File: src/rtl/lsu_out.sv
// Response side of the LSU: tracks one outstanding access and merges split beats.
// Produces one registered completion with aligned and extended load data.
module lsu_out (
    input  logic        clk_i,
    input  logic        rst_ni,
    input  logic        req_i,
    input  logic        lsu_we_i,
    input  logic [1:0]  lsu_type_i,
    input  logic        lsu_sign_ext_i,
    input  logic [1:0]  lsu_offset_i,
    input  logic        data_rvalid_i,
    input  logic [31:0] data_rdata_i,
    input  logic        data_err_i,
    output logic [31:0] lsu_rdata_o,
    output logic        lsu_rvalid_o,
    output logic        lsu_err_o,
    output logic        busy_o,
    output logic        stray_o
);

    typedef enum logic [1:0] {StIdle, StWaitFirst, StWaitSecond} state_e;

    state_e      state_q, state_d;
    logic        we_q, sign_q, split_q, err_acc_q;
    logic [1:0]  type_q, off_q;
    logic [31:0] beat1_q;
    logic [31:0] rdata_q;
    logic        rvalid_q, err_q, stray_q;

    logic        capture, complete, beat1_en;
    logic        split_new, err_all;
    logic [63:0] src;
    logic [31:0] aligned, load_val, rdata_d;

    // Word at a nonzero offset, or halfword at offset 3, crosses a word boundary.
    assign split_new = ((lsu_type_i == 2'b00 || lsu_type_i == 2'b11) && lsu_offset_i != 2'b00) ||
                       (lsu_type_i == 2'b01 && lsu_offset_i == 2'b11);

    always_comb begin
        state_d  = state_q;
        capture  = 1'b0;
        complete = 1'b0;
        beat1_en = 1'b0;
        unique case (state_q)
            StIdle: begin
                if (req_i) begin
                    capture = 1'b1;
                    state_d = StWaitFirst;
                end
            end
            StWaitFirst: begin
                if (data_rvalid_i) begin
                    if (split_q) begin
                        beat1_en = 1'b1;
                        state_d  = StWaitSecond;
                    end else begin
                        complete = 1'b1;
                    end
                end
            end
            StWaitSecond: begin
                if (data_rvalid_i) complete = 1'b1;
            end
            default: state_d = StIdle;
        endcase
        // A request arriving with the completing beat is taken back-to-back.
        if (complete) begin
            capture = req_i;
            state_d = req_i ? StWaitFirst : StIdle;
        end
    end

    // Treat {beat2, beat1} as one 64-bit window and shift the access down to bit 0.
    assign src     = split_q ? {data_rdata_i, beat1_q} : {32'b0, data_rdata_i};
    assign aligned = 32'(src >> {off_q, 3'b000});

    always_comb begin
        load_val = aligned;
        case (type_q)
            2'b01:   load_val = {{16{sign_q & aligned[15]}}, aligned[15:0]};
            2'b10:   load_val = {{24{sign_q & aligned[7]}}, aligned[7:0]};
            default: load_val = aligned;
        endcase
    end

    assign err_all = err_acc_q | data_err_i;
    assign rdata_d = (we_q || err_all) ? 32'b0 : load_val;

    always_ff @(posedge clk_i or negedge rst_ni) begin
        if (!rst_ni) begin
            state_q   <= StIdle;
            we_q      <= 1'b0;
            sign_q    <= 1'b0;
            split_q   <= 1'b0;
            type_q    <= 2'b00;
            off_q     <= 2'b00;
            err_acc_q <= 1'b0;
            beat1_q   <= 32'b0;
            rdata_q   <= 32'b0;
            rvalid_q  <= 1'b0;
            err_q     <= 1'b0;
            stray_q   <= 1'b0;
        end else begin
            state_q  <= state_d;
            rvalid_q <= complete;
            if (capture) begin
                we_q      <= lsu_we_i;
                sign_q    <= lsu_sign_ext_i;
                split_q   <= split_new;
                type_q    <= lsu_type_i;
                off_q     <= lsu_offset_i;
                err_acc_q <= 1'b0;
            end
            if (beat1_en) begin
                beat1_q   <= data_rdata_i;
                err_acc_q <= err_acc_q | data_err_i;
            end
            if (complete) begin
                rdata_q <= rdata_d;
                err_q   <= err_all;
            end
            if (state_q == StIdle && data_rvalid_i) stray_q <= 1'b1;
        end
    end

    assign lsu_rdata_o  = rdata_q;
    assign lsu_rvalid_o = rvalid_q;
    assign lsu_err_o    = err_q;
    assign busy_o       = (state_q != StIdle);
    assign stray_o      = stray_q;

endmodule

File: config.mk
export PLATFORM = sky130hd
export DESIGN_NAME = lsu_out
export DESIGN_NICKNAME = d
export VERILOG_FILES = /design/src/rtl/lsu_out.sv
export SDC_FILE = /design/constraint.sdc
export NUM_CORES = 1
export LEC_CHECK = 0
export BUFFER_PORTS_ARGS = -buffer_cell sky130_fd_sc_hd__buf_2
export CAP_MARGIN = 20
export CORE_MARGIN = 2
export CORE_UTILIZATION = 60
export DETAILED_ROUTE_END_ITERATION = 6
export GPL_ROUTABILITY_DRIVEN = 0
export GPL_TIMING_DRIVEN = 1
export HOLD_SLACK_MARGIN = 0.06
export PLACE_DENSITY = 0.82
export REMOVE_ABC_BUFFERS = 1
export SLEW_MARGIN = 25
export SYNTH_ARGS = -nofsm -noshare
export SYNTH_HDL_FRONTEND = slang
export SYNTH_SLANG_ARGS = --single-unit
export TNS_END_PERCENT = 50
File: constraint.sdc
create_clock -name clk_i -period 3 [get_ports clk_i]
set_input_delay 0.45 -clock clk_i [delete_from_list [all_inputs] [get_ports clk_i]]
set_output_delay 0.45 -clock clk_i [all_outputs]
set_load 0.005 [all_outputs]
==> results.json <==
{
  "vias": 3479,
  "grt_pass1_wl_mm": 17.1,
  "hold_violations": 0,
  "clkTransAtPathRegs_ns": 0.08,
  "ant_nets": 0,
  "place_area_um2": 4860,
  "grt_max_degree": 78,
  "reg2reg_slack_ns": 0.47,
  "synthToLayoutAreaGrowth_pct": 14.7,
  "fin_util": 0.706,
  "place_ws_ns": 0.500,
  "slew_violations": 0,
  "synth_cell_types": 41,
  "critPathMaxFanout": 16,
  "worstMarginPinSlew_ns": 0.813,
  "drt_iter0_markers": 218,
  "fp.dieW_um": 89.8,
  "dr.pass1.iters": 4,
  "cpMaxStageDelayCell": "nor3_4",
  "hpwl_mm": 7.21,
  "status": "completed",
  "clock_skew_ns": 0.00872,
  "start_util": 0.616,
  "grt_usage": 0.264,
  "cts_made_buffers": 9,
  "end_kind": "flop",
  "yosys_register_bits": 77,
  "cts_setup_buffers": 0,
  "async_flop_share": 1.00,
  "relSlewSlack": 0.456,
  "layout_min_cycle_time_ns": 2.53,
  "die-area_um2": 8060,
  "clock_latency_ns": 0.35,
  "critPathTopFamily": "simple AND/OR/NAND/NOR gates",
  "crit_chain": "buf_4 -> mux2i_1 -> nand3b_1 -> and4b_4 -> nor3_4 -> o21ai_0",
  "worstPathArrival_ns": 2.72,
  "synth-main-ff-cell": "dfrtp_1",
  "n_antenna_cell": 0,
  "yosysWarnings": 0,
  "final_nets": 518,
  "peakVddDrop_uv": 479,
  "cts_max_level": 3,
  "leakage_uw": 0.00244,
  "cp.required_ns": 3.19,
  "die_y_um": 89.8,
  "grt_setup_unrepaired": "false",
  "drive_above_1_share": 0.390,
  "antenna_found_initial": 0,
  "critPathBufInv": 1,
  "maxCapViolCount": 0,
  "cts_resized": 0,
  "drc_errors": 0,
  "path_class": "flop to flop",
  "core_um2": 7180,
  "max_freq_ghz": 0.396,
  "synth-edff-count": 0,
  "num_io_pins": 79,
  "design_area_um2": 5070,
  "min_period_over_period": 0.842,
  "postCtsHoldBufs": 0,
  "routedWlPerCell_um": 18.1,
  "cts.sinks": 77,
  "setup_ws_ns": 0.475,
  "routed_wl_mm": 10.4,
  "drt-vias-per-instance": 6.07,
  "numPortBuffers": 78,
  "power_density_nw_per_um2": 1040,
  "synth.cell_area_um2": 4420,
  "seq_area_frac_synth": 0.436,
  "cts_tree": "yes",
  "hp-class": "input port to async pin",
  "synthCells": 395,
  "grt-ovfl-total": 0,
  "cpPeakStageDelay_ns": 0.67,
  "std_cell_rows": 31,
  "clk_path_buf_depth": 2,
  "synth_area_per_cell_um2": 11.2,
  "setup_viol": 0,
  "clockRootBuffer": "clkbuf_8",
  "start_kind": "flop",
  "first_global_vias": 3493
}
[cell type report]
type	instances	area [µm²]
fill	546	2110
multi-input combinational	279	2280
tap	99	124
clock inverter	6	62.6
sequential	77	1930
timing repair buffer	90	487
inverter	12	45.0
clock buffer	10	138
[metal layers]
layer	share of wire	up-vias	GRT usage	wire, µm
met4	0.020	0	0.109	208
met1	0.43	1710	0.356	4420
met3	0.068	17	0.0461	703
met2	0.49	136	0.426	5040
li1	-	1616	-	-
met5	0	-	0	0
[registers in the layout, indices dropped and copies added, names as in the netlist]
name,flops
beat1_q,32
err_acc_q,1
lsu_err_o,1
lsu_rdata_o,32
lsu_rvalid_o,1
off_q,2
sign_q,1
split_q,1
state_q,2
stray_o,1
type_q,2
we_q,1
[cells by family (layout without fill, tap and decap cells)]
group                    count (synthesis)  count (layout)  synth area share
AO/OA/AOI/OAI                          101             101             0.160
adder cells (fa/ha/maj)                  6               6            0.0170
buffers and inverters                   39             118            0.0479
flip-flops                              77              77             0.436
multiplexers                            99              99             0.263
AND/OR/NAND/NOR                         73              73            0.0756
[where the power goes]
part           switching (µW)  internal (µW)  total (µW)
Sequential                327           1450        1780
Clock                     393            404         797
Combinational            1420           1270        2690
[worst paths after layout]
| kind | start | endpoint | cells after the start |
|---|---|---|---|
| worst min-delay path | rst_ni | lsu_rdata_o[19] | 1 |
| max in group asynchronous | rst_ni | split_q | 1 |
| worst min register to register | stray_o | stray_o | 1 |
| worst max register to register | off_q[0] | lsu_rdata_o[28] | 6 |
| worst max-delay path | off_q[0] | lsu_rdata_o[28] | 6 |
| min in group clk_i | lsu_sign_ext_i | sign_q | 3 |
[synthesized netlist by cell type (all sizes together), types with 2 or more instances]
cell type / instances / share of area
nand3: 3 / 0.0034
mux2: 54 / 0.14
nand2: 44 / 0.037
o22ai: 2 / 0.0028
clkbuf: 8 / 0.0068
a21o: 2 / 0.0034
ha: 6 / 0.017
a22oi: 15 / 0.025
o21ai: 36 / 0.049
mux4: 8 / 0.041
a21oi: 15 / 0.017
a221oi: 7 / 0.014
dfrtp: 77 / 0.44
o31ai: 3 / 0.0051
a22o: 6 / 0.012
buf: 19 / 0.031
nor3: 2 / 0.0048
nor2: 13 / 0.012
mux2i: 37 / 0.084
and2: 2 / 0.0028
inv: 12 / 0.010
o211ai: 2 / 0.0034
a211oi: 8 / 0.014
nor2b: 4 / 0.0057
[metrics by stage]
step / hold slack, ns / total power, µW / instances / TNS (ns)
final: 0.118 / 5260 / 573 / 0
after global routing: 0.162 / 5600 / 573 / 0
after CTS: 0.280 / 5250 / 573 / 0
after detailed placement: 0.443 / 4440 / 557 / 0
after global placement: 0.438 / 4330 / 557 / 0
after floorplan: 0.154 / 3650 / 368 / -19.74
[cell usage in the layout, fill, tap and decap left out, types with 2 or more instances in the layout]
cell	synthesis	final
a211oi_1	8	8
o31ai_1	3	3
nand3_1	3	3
dfrtp_1	77	75
ha_1	6	6
clkinvlp_4	0	3
o22ai_1	2	2
a21oi_1	15	15
mux2_2	53	53
a22oi_1	15	15
a21o_1	2	2
o21ai_0	24	24
clkinv_2	0	2
a221oi_1	7	7
clkbuf_8	0	10
a22o_1	6	6
nor2b_1	4	4
mux2i_1	37	37
nand2_1	44	44
buf_4	4	12
nor2_1	12	12
inv_1	12	12
o21ai_2	10	11
dfrtp_2	0	2
and2_1	2	2
buf_2	10	77
mux4_2	8	8
o211ai_1	2	2
[worst reg2reg max path: cells and delay by family, from the launching register on]
kind            cells  cell delay, ns
mux                 1            0.27
simple gates        3            1.01
flops               1            0.56
compound gates      1            0.20
buf+inv             1            0.33
Power figures use the tool's default switching activity.
